`src/rtl/label_str_loader_pkg.sv`:
```
// label_str_loader_pkg: shared sizes, sync marker, parser states and the power-on label table.
// Optional inter-byte timeout is enabled by defining LABEL_LOADER_TIMEOUT_EN.
package label_str_loader_pkg;
   localparam int N_LABEL = 16;
   localparam int N_CHAR = 8;
   localparam logic [7:0] SYNC_BYTE = 8'hA5;
   localparam int TO_CYC_DEF = 2700000;
   localparam logic [N_LABEL*N_CHAR*8-1:0] LBL_DEFAULT = {
      "        ", "Pie     ", "Pesi    ", "7xi     ", "44444444", "55555555", "Tang    ", "Kang    ",
      "Choc    ", "Coca    ", "AAAAAAAA", "BBBBBBBB", "CCCCCCCC", "DDDDDDDD", "EEEEEEEE", "FFFFFFFF"};
   typedef enum logic [1:0] {S_IDLE, S_IDX, S_CHR, S_CHK} state_t;
endpackage

```
`src/rtl/label_frame_parser.sv`:
```
// label_frame_parser: frame FSM, running XOR checksum and staging buffer for one label entry.
module label_frame_parser
  import label_str_loader_pkg::*;
#(parameter int TO_CYC = TO_CYC_DEF)
(
  input  logic        i_clk,
  input  logic        i_rst_n,
  input  logic [7:0]  i_rx_data,
  input  logic        i_rx_valid,
  output logic        commit,
  output logic        err,
  output logic        busy,
  output logic [3:0]  idx,
  output logic [63:0] entry
);
  state_t state;
  logic [7:0] chk;
  logic [2:0] cnt;
  logic [7:0] chars_q [N_CHAR];
  logic to_hit;
`ifdef LABEL_LOADER_TIMEOUT_EN
  logic [31:0] tcnt;
  assign to_hit = !i_rx_valid && state != S_IDLE && tcnt == 32'(TO_CYC - 1);
  always_ff @(posedge i_clk)
    tcnt <= (!i_rst_n || i_rx_valid || state == S_IDLE) ? '0 : tcnt + 32'd1;
`else
  assign to_hit = 1'b0;
`endif
  assign commit = i_rx_valid && state == S_CHK && i_rx_data == chk;
  assign err = to_hit || (i_rx_valid && ((state == S_IDX && |i_rx_data[7:4]) ||
                                         (state == S_CHK && i_rx_data != chk)));
  assign busy = state != S_IDLE;
  always_comb
    for (int i = 0; i < N_CHAR; i++) entry[63-8*i -: 8] = chars_q[i];
  always_ff @(posedge i_clk)
    if (!i_rst_n) begin
      state <= S_IDLE;
      chk <= '0;
      cnt <= '0;
      idx <= '0;
    end else if (to_hit) state <= S_IDLE;
    else if (i_rx_valid)
      case (state)
        S_IDLE: state <= (i_rx_data == SYNC_BYTE) ? S_IDX : S_IDLE;
        S_IDX:
          if (|i_rx_data[7:4]) state <= S_IDLE;
          else begin
            idx <= i_rx_data[3:0];
            chk <= i_rx_data;
            cnt <= '0;
            state <= S_CHR;
          end
        S_CHR: begin
          chars_q[cnt] <= i_rx_data;
          chk <= chk ^ i_rx_data;
          cnt <= cnt + 3'd1;
          state <= (cnt == 3'd7) ? S_CHK : S_CHR;
        end
        default: state <= S_IDLE;
      endcase
endmodule

```
`src/rtl/label_str_loader.sv`:
```
// label_str_loader: byte-stream writer for the packed 16x8-char overlay label table.
module label_str_loader
  import label_str_loader_pkg::*;
#(parameter int TO_CYC = TO_CYC_DEF)
(
  input  logic          i_clk,
  input  logic          i_rst_n,
  input  logic [7:0]    i_rx_data,
  input  logic          i_rx_valid,
  output logic [1023:0] o_str,
  output logic          o_update,
  output logic [3:0]    o_upd_idx,
  output logic          o_err,
  output logic          o_busy
);
  logic commit, err;
  logic [3:0] idx;
  logic [63:0] entry;
  label_frame_parser #(.TO_CYC(TO_CYC)) u_parser (
    .i_clk(i_clk), .i_rst_n(i_rst_n), .i_rx_data(i_rx_data), .i_rx_valid(i_rx_valid),
    .commit(commit), .err(err), .busy(o_busy), .idx(idx), .entry(entry)
  );
  always_ff @(posedge i_clk)
    if (!i_rst_n) begin
      o_str <= LBL_DEFAULT;
      o_update <= 1'b0;
      o_err <= 1'b0;
      o_upd_idx <= '0;
    end else begin
      o_update <= commit;
      o_err <= err;
      if (commit) begin
        o_str[{~idx, 6'b0} +: 64] <= entry;
        o_upd_idx <= idx;
      end
    end
endmodule

```
`config.mk`:
```
export PLATFORM = sky130hd
export DESIGN_NAME = label_str_loader
export DESIGN_NICKNAME = d
export VERILOG_FILES = /design/src/rtl/label_str_loader_pkg.sv /design/src/rtl/label_frame_parser.sv /design/src/rtl/label_str_loader.sv
export SDC_FILE = /design/constraint.sdc
export NUM_CORES = 2
export LEC_CHECK = 0
export BUFFER_PORTS_ARGS = -buffer_cell sky130_fd_sc_hd__buf_2
export CAP_MARGIN = 20
export CORE_AREA = 2 2 408 410
export DETAILED_ROUTE_END_ITERATION = 6
export DIE_AREA = 0 0 410 412
export SETUP_SLACK_MARGIN = 0.1
export SLEW_MARGIN = 0
export SYNTH_ARGS = -nofsm -noshare
export SYNTH_HDL_FRONTEND = slang
export SYNTH_SLANG_ARGS = --single-unit
```
`constraint.sdc`:
```
create_clock -name i_clk -period 6.5 [get_ports i_clk]
set_input_delay 0.325 -clock i_clk [delete_from_list [all_inputs] [get_ports i_clk]]
set_output_delay 0.325 -clock i_clk [all_outputs]
set_load 0.05 [all_outputs]
```
* Word level (Yosys, flattened, before mapping)
Memory sizes are Yosys's and may differ from the RTL's. Cells that the tools add are included.
Word-level totals: flip-flop bits (word level) 1047, memory bits (writable) 64, input port bits 11, output and inout bits 1031, memories kept 1
Memories:
- u_parser.chars_q | depth 8, width 8, rd ports 8, clocked after memory_dff 0, write ports 1, line label_frame_parser.sv:19 | logic [7:0] chars_q [N_CHAR];
Cells by class: $add $sub $neg 2, equal/unequal tests 8, shift operators 2, mux-type cells 13, bitwise logic cells 3, reduce and logical (&&, ||, !) cells 12
Operator list (count):
- $bwmux W1024 | 1
- $shift A64 B12 Y1024 const A | 1
- $shiftx A64 B12 Y1024 | 1
- $pmux W8 S2 | 1
- $neg A10 Y12 | 1
- $eq A8 B8 Y1 | 1
- $eq A8 B8 Y1 const B | 1
- $mux W8 | 1
- $ne A8 B8 Y1 | 1
- $xor A8 B8 Y8 | 1
- $mux W1 | 6
- $pmux W2 S3 | 1
- $pmux W3 S2 | 1
- $reduce_and A3 Y1 | 2
- $logic_and A1 B1 Y1 | 5
- $eq A2 B2 Y1 const B | 2
- $not A4 Y4 | 1
- $reduce_bool A2 Y1 | 2
- $reduce_or A4 Y1 | 1
- $add A3 B1 Y3 const B | 1
- $eq A3 B3 Y1 const B | 1
- $mux W3 | 1
- $eq A2 B1 Y1 const B | 1
- $logic_not A2 Y1 | 1
- 4 further kinds | 4

* Logic depth before layout (Yosys ltp)
word-level depth 5, depth in mapped cells 12, mapped depth without buffers 7

* Hierarchy
A second synthesis with hierarchy kept.
Second synthesis, totals: cells, all modules 4303, area total of the unflattened synthesis 40804.1 um^2
By module, submodules not included:
- label_str_loader | instances 1, cells an instance 4107, area each 37828.8 um^2, seq. area each 20619.8 um^2
- label_frame_parser | instances 1, cells an instance 196, area each 2975.4 um^2, seq. area each 2262.2 um^2

* Worst setup path before layout
OpenSTA, ideal clock, no wires.
kind reg2reg, start reg u_parser.idx[0], end reg o_str[146], library setup time 114 ps, arrival 2985 ps, slack 3401 ps, stages on the path, launching flop included 12, path buffers 4, period minus slack after synthesis 3099 ps, cell sequence dfxtp_1 > buf_1 > inv_1 > ha_1 > clkbuf_1 > nand2_1 > or4_1 > or4_1 > clkbuf_1 > clkbuf_1 > a21oi_1 > a21bo_1
On the way: word-level cells in the longest chain between the ends 4, elaborated cells on any way between the ends 5, those cells by class 1 x add/sub; 2 x shift; 1 x mux; 1 x bitwise
RTL lines:
- start: declaration | line label_frame_parser.sv:13 | output logic [3:0] idx,
- start signal: assignment | line label_frame_parser.sv:48 | idx <= i_rx_data[3:0];
- $not A4 Y4 * | line label_str_loader.sv:33 | o_str[{~idx, 6'b0} +: 64] <= entry;
- $neg A10 Y12 * | line label_str_loader.sv:33
- $shiftx A64 B12 Y1024 / $shift A64 B12 Y1024 (equally long branches) | line label_str_loader.sv:33
- $bwmux W1024 * | line label_str_loader.sv:33
- end signal: indexed assignment | line label_str_loader.sv:33
- end: declaration | line label_str_loader.sv:10 | output logic [1023:0] o_str,
Every way passes the cells marked *; elsewhere a longest branch is shown, timed or not. A chain may end at the register's enable or synchronous reset.

* Worst setup path after layout
start reg u_parser.idx[0], end reg o_str[222]
The elaborated chain is that of the path after synthesis.

==> summary.txt <==
Status
  – Outcome: completed

GRT
  – Antenna violations before repair: 29
  – GRT met1 Usage: 32.93%
  – Grt met3 use: 6.290%
  – Busiest layer in global routing: met2
  – Grt ovf: 0
  – Largest net degree at the start of global routing: 222
  – GRT Util Overall: 26.18%
  – First-pass GRT wire length: 309700 µm
  – Vias in the first global route: 36984
  – Met2 Track Usage GR: 42.17%

Pwr
  – Tot Pwr: 14.42 mW
  – Reg power frac: 47.6%
  – Internal: 11.09 mW
  – Clock share of power: 50.8%
  – Comb pwr share: 1.6%
  – Pwr dens: 267.4 nW/µm²
  – Leak: 22.18 nW
  – IR drop worst, VDD: 0.2281 mV
  – Net Sw Power: 3.330 mW
  – Switching fraction of total power: 23.09%

Cells and area
  – FILL cells: 17102
  – Layout Nets: 5555
  – Layout cells sized above 1: 25.39%
  – Post-route insts no fill: 7838
  – Area growth syn-to-layout: 27.26%
  – Layout Utilization: 32.84%

Worst setup path
  – CP endpoint kind: flop
  – Crit path DAT: 4800 ps
  – Slowest stage delay, CP: 770 ps
  – Slowest cell on crit path: and2_2
  – RR Endpoint: o_str[222]
  – Worst setup SP type: flop
  – Worst path depth: 7
  – Top cell family by delay on the critical path: simple AND/OR/NAND/NOR gates
  – Worst R2R Setup Slack: 2420 ps
  – WP data required: 7220 ps
  – CP max FO: 28
  – Crit path cell chain: ha_1, xor2_2, nand2_4, nor3_2, buf_4, and2_2, a221o_1
  – CP Launch Point: u_parser.idx[0]
  – CP Class: reg -> reg
  – FF-to-FF path depth: 7
  – CP Buf/Inv Count: 1
  – Worst r2r src: u_parser.idx[0]
  – Crit path capture: o_str[222]

Clocking
  – Clk_lat worst skew: 790 ps
  – # Post-CTS Setup Buffers: 0
  – H-tree levels: 3
  – Clk pin slew, worst setup/hold paths: 60 ps
  – TritonCTS Buffers: 121
  – CTS tree: yes
  – # clock sinks: 1111
  – CTS Root Buffer Type: clkbuf_16
  – Clock buffer depth: 3

Timing
  – Max Clk Rate: 245.3 MHz
  – Post-route minimum period: 4076 ps
  – Fin Setup TNS: 0 ps
  – Worst slew pin tran: 1220 ps
  – Worst slew margin: 18.64%
  – Final max-slew violation count: 0
  – Setup violations, final: 0
  – Part of the cycle the worst path needs: 62.71%
  – Worst Hold Slack: 447.1 ps
  – Clk_skew: 42.39 ps
  – RSZ-0062 raised after global routing: no
  – Hold Vio Cnt, Final: 0

Job
  – Max-Cap Viols: 0

Synthesis
  – Yosys top cell by area: dfxtp_1
  – Simple-gate portion of the synthesized area: 19.57%
  – Top FF cell, synth: dfxtp_1
  – Syn_nets: 4789
  – Post-synthesis adder-cell area fraction: 0.1476%
  – Synth Area in XOR/XNOR: 0.2893%
  – Post-Synthesis Cells: 4773
  – Synthesized area: 42380 µm²
  – Seq cells post-synth: 1111
  – Mean post-synth cell area: 8.880 µm²
  – Post-synth cell types: 53
  – Async SR Flop Fraction: 0%
  – Proportion of synthesized area in mux cells: 5.385%
  – Main area contributors after synthesis: dfxtp_1 49%, nand2_1 6.8%, nand3_1 6.7%
  – Combinational family with the most area after synthesis: simple AND/OR/NAND/NOR gates
  – Yosys top cell area share: 49.46%
  – Yosys warns: 0
  – Seq/Total Area, Yosys: 53.99%
  – Number of synthesized flops with an enable pin: 64
  – Area fraction in compound gates after synthesis: 15.39%

Routing
  – Vias/cell: 5.289
  – Vias: 41454
  – Drt wl/cell: 29.81 µm
  – Total Wirelength: 233700 µm
  – DR iter-0 viols: 5052
  – Post-route ant nets: 0
  – # DRC: 0
  – DR pass1 iterations: 6

Min path
  – Worst min-delay path class: reg -> reg

Placed design
  – DP Cell Count: 7593
  – Routability Congestion: 0.8644
  – Detail Placement HPWL: 153300 µm
  – Port Buffer Count: 1041

Floorplanning
  – Starting Density: 25.80%
  – Die Y: 412 µm
  – IO Pins: 1042
  – Die width: 410 µm
  – Die ar.: 168900 µm²
  – FP Rows: 149
  – Core Area: 164200 µm²
==> stage by stage <==
step / setup slack (ps) / cell area [µm²]
after floorplan: 3401 / 42380
after global placement: 2665 / 49450
after detailed placement: 2525 / 49590
after CTS: 2487 / 53880
after global routing: 2243 / 53910
final: 2424 / 53940
==> what timing repair did <==
action / in CTS / in global routing
hold endpoints to repair: 106 / 0
gates resized for setup: 0 / 0
hold buffers: 10 / 0
==> worst min-delay path, delay by kind of cell, from the launching register on <==
kind	cells	cell delay (ps)
simple gates	1	50
flops	1	310
compound gates	1	50
==> kinds of logic after synthesis <==
logic type / Yosys count
AOI/OAI and AO/OA: 1095
xor gates and xnor gates: 14
adders and majority gates: 5
buffers and inverters: 555
DFF: 1111
muxes: 228
and+or+nand+nor: 1765
==> worst min-delay path by stage <==
| stage | start | endpoint | depth (start not counted) |
|---|---|---|---|
| detailed placement | o_str[176] | o_str[176] | 2 |
| global route | o_str[147] | o_str[147] | 2 |
| CTS | i_rst_n | o_str[57] | 3 |
| finish | o_str[176] | o_str[176] | 2 |
| global placement | o_str[819] | o_str[819] | 2 |
| floorplan | i_rx_data[0] | u_parser.chars_q[0][0] | 0 |
==> cell usage in the layout (no fill, tap or decap), types with 16 or more instances in the layout <==
| master | n |
|---|---|
| dfxtp_1 | 1047 |
| buf_2 | 1040 |
| nand2_1 | 754 |
| nand3_1 | 569 |
| o21ai_0 | 422 |
| a21oi_1 | 378 |
| mux2i_1 | 228 |
| or3_1 | 215 |
| buf_4 | 125 |
| clkbuf_16 | 123 |
| o211ai_1 | 90 |
| a221o_1 | 83 |
| edfxtp_1 | 64 |
| nor2_1 | 59 |
| nand4_1 | 52 |
| a32oi_1 | 47 |
| o31ai_1 | 31 |
| nor3_1 | 29 |
| clkbuf_8 | 24 |
| clkbuf_1 | 19 |
| clkinv_2 | 16 |
==> per-layer routing <==
metal / share of wire (%) / routed length, µm / vias up
met5: 0.0056 / 13 / -
met2: 46 / 108200 / 2254
met4: 5.1 / 11940 / 2
li1: - / - / 18361
met3: 8.7 / 20340 / 442
met1: 40 / 93160 / 20395
==> registers in the layout (all words and copies together), names as in the netlist <==
| signal | count |
|---|---|
| u_parser.state | 2 |
| o_upd_idx | 4 |
| o_str | 1024 |
| u_parser.chars_q | 64 |
| u_parser.cnt | 3 |
| o_update | 1 |
| o_err | 1 |
| u_parser.chk | 8 |
| u_parser.idx | 4 |
==> synthesized netlist by cell type (8+ instances only) <==
library cell and count:
buf_2 29, a21bo_2 9, nand4_1 52, nand2_1 763, a21oi_1 378, buf_6 13, mux2i_1 228, a21o_1 14
o21ai_0 422, nor2_1 63, dfxtp_1 1047, edfxtp_1 64, inv_1 8, buf_1 30, a221o_1 83, o31ai_1 31
a32oi_1 47, nor4_1 10, or4_1 11, xnor2_1 10, or3_1 215, nor3_1 36, clkbuf_1 474, nand3_1 570
o211ai_1 90
==> layout make-up <==
class / instances / area [µm²] / area share (%)
diodes: 10 / 25.02 / 0.04640
repair buffers: 1189 / 6551 / 12.15
clock inverters: 57 / 709.4 / 1.315
well taps: 2189 / 2739 / 5.078
clock buffers: 166 / 3480 / 6.451
multi-input cells: 3107 / 17510 / 32.46
inverters: 9 / 41.29 / 0.07655
flip-flops and latches: 1111 / 22880 / 42.42
==> power groups by stage <==
stage | combinational [mW] | sequential (mW) | clock (mW)
3_5_place_dp | 0.213 | 7.02 | 0
5_1_grt | 0.238 | 6.87 | 7.69
3_3_place_gp | 0.211 | 7.02 | 0
4_1_cts | 0.220 | 6.87 | 7.43
6_report | 0.224 | 6.87 | 7.33
2_1_floorplan | 0.142 | 7.02 | 0
Note: power is estimated with default switching activity, not from simulation.
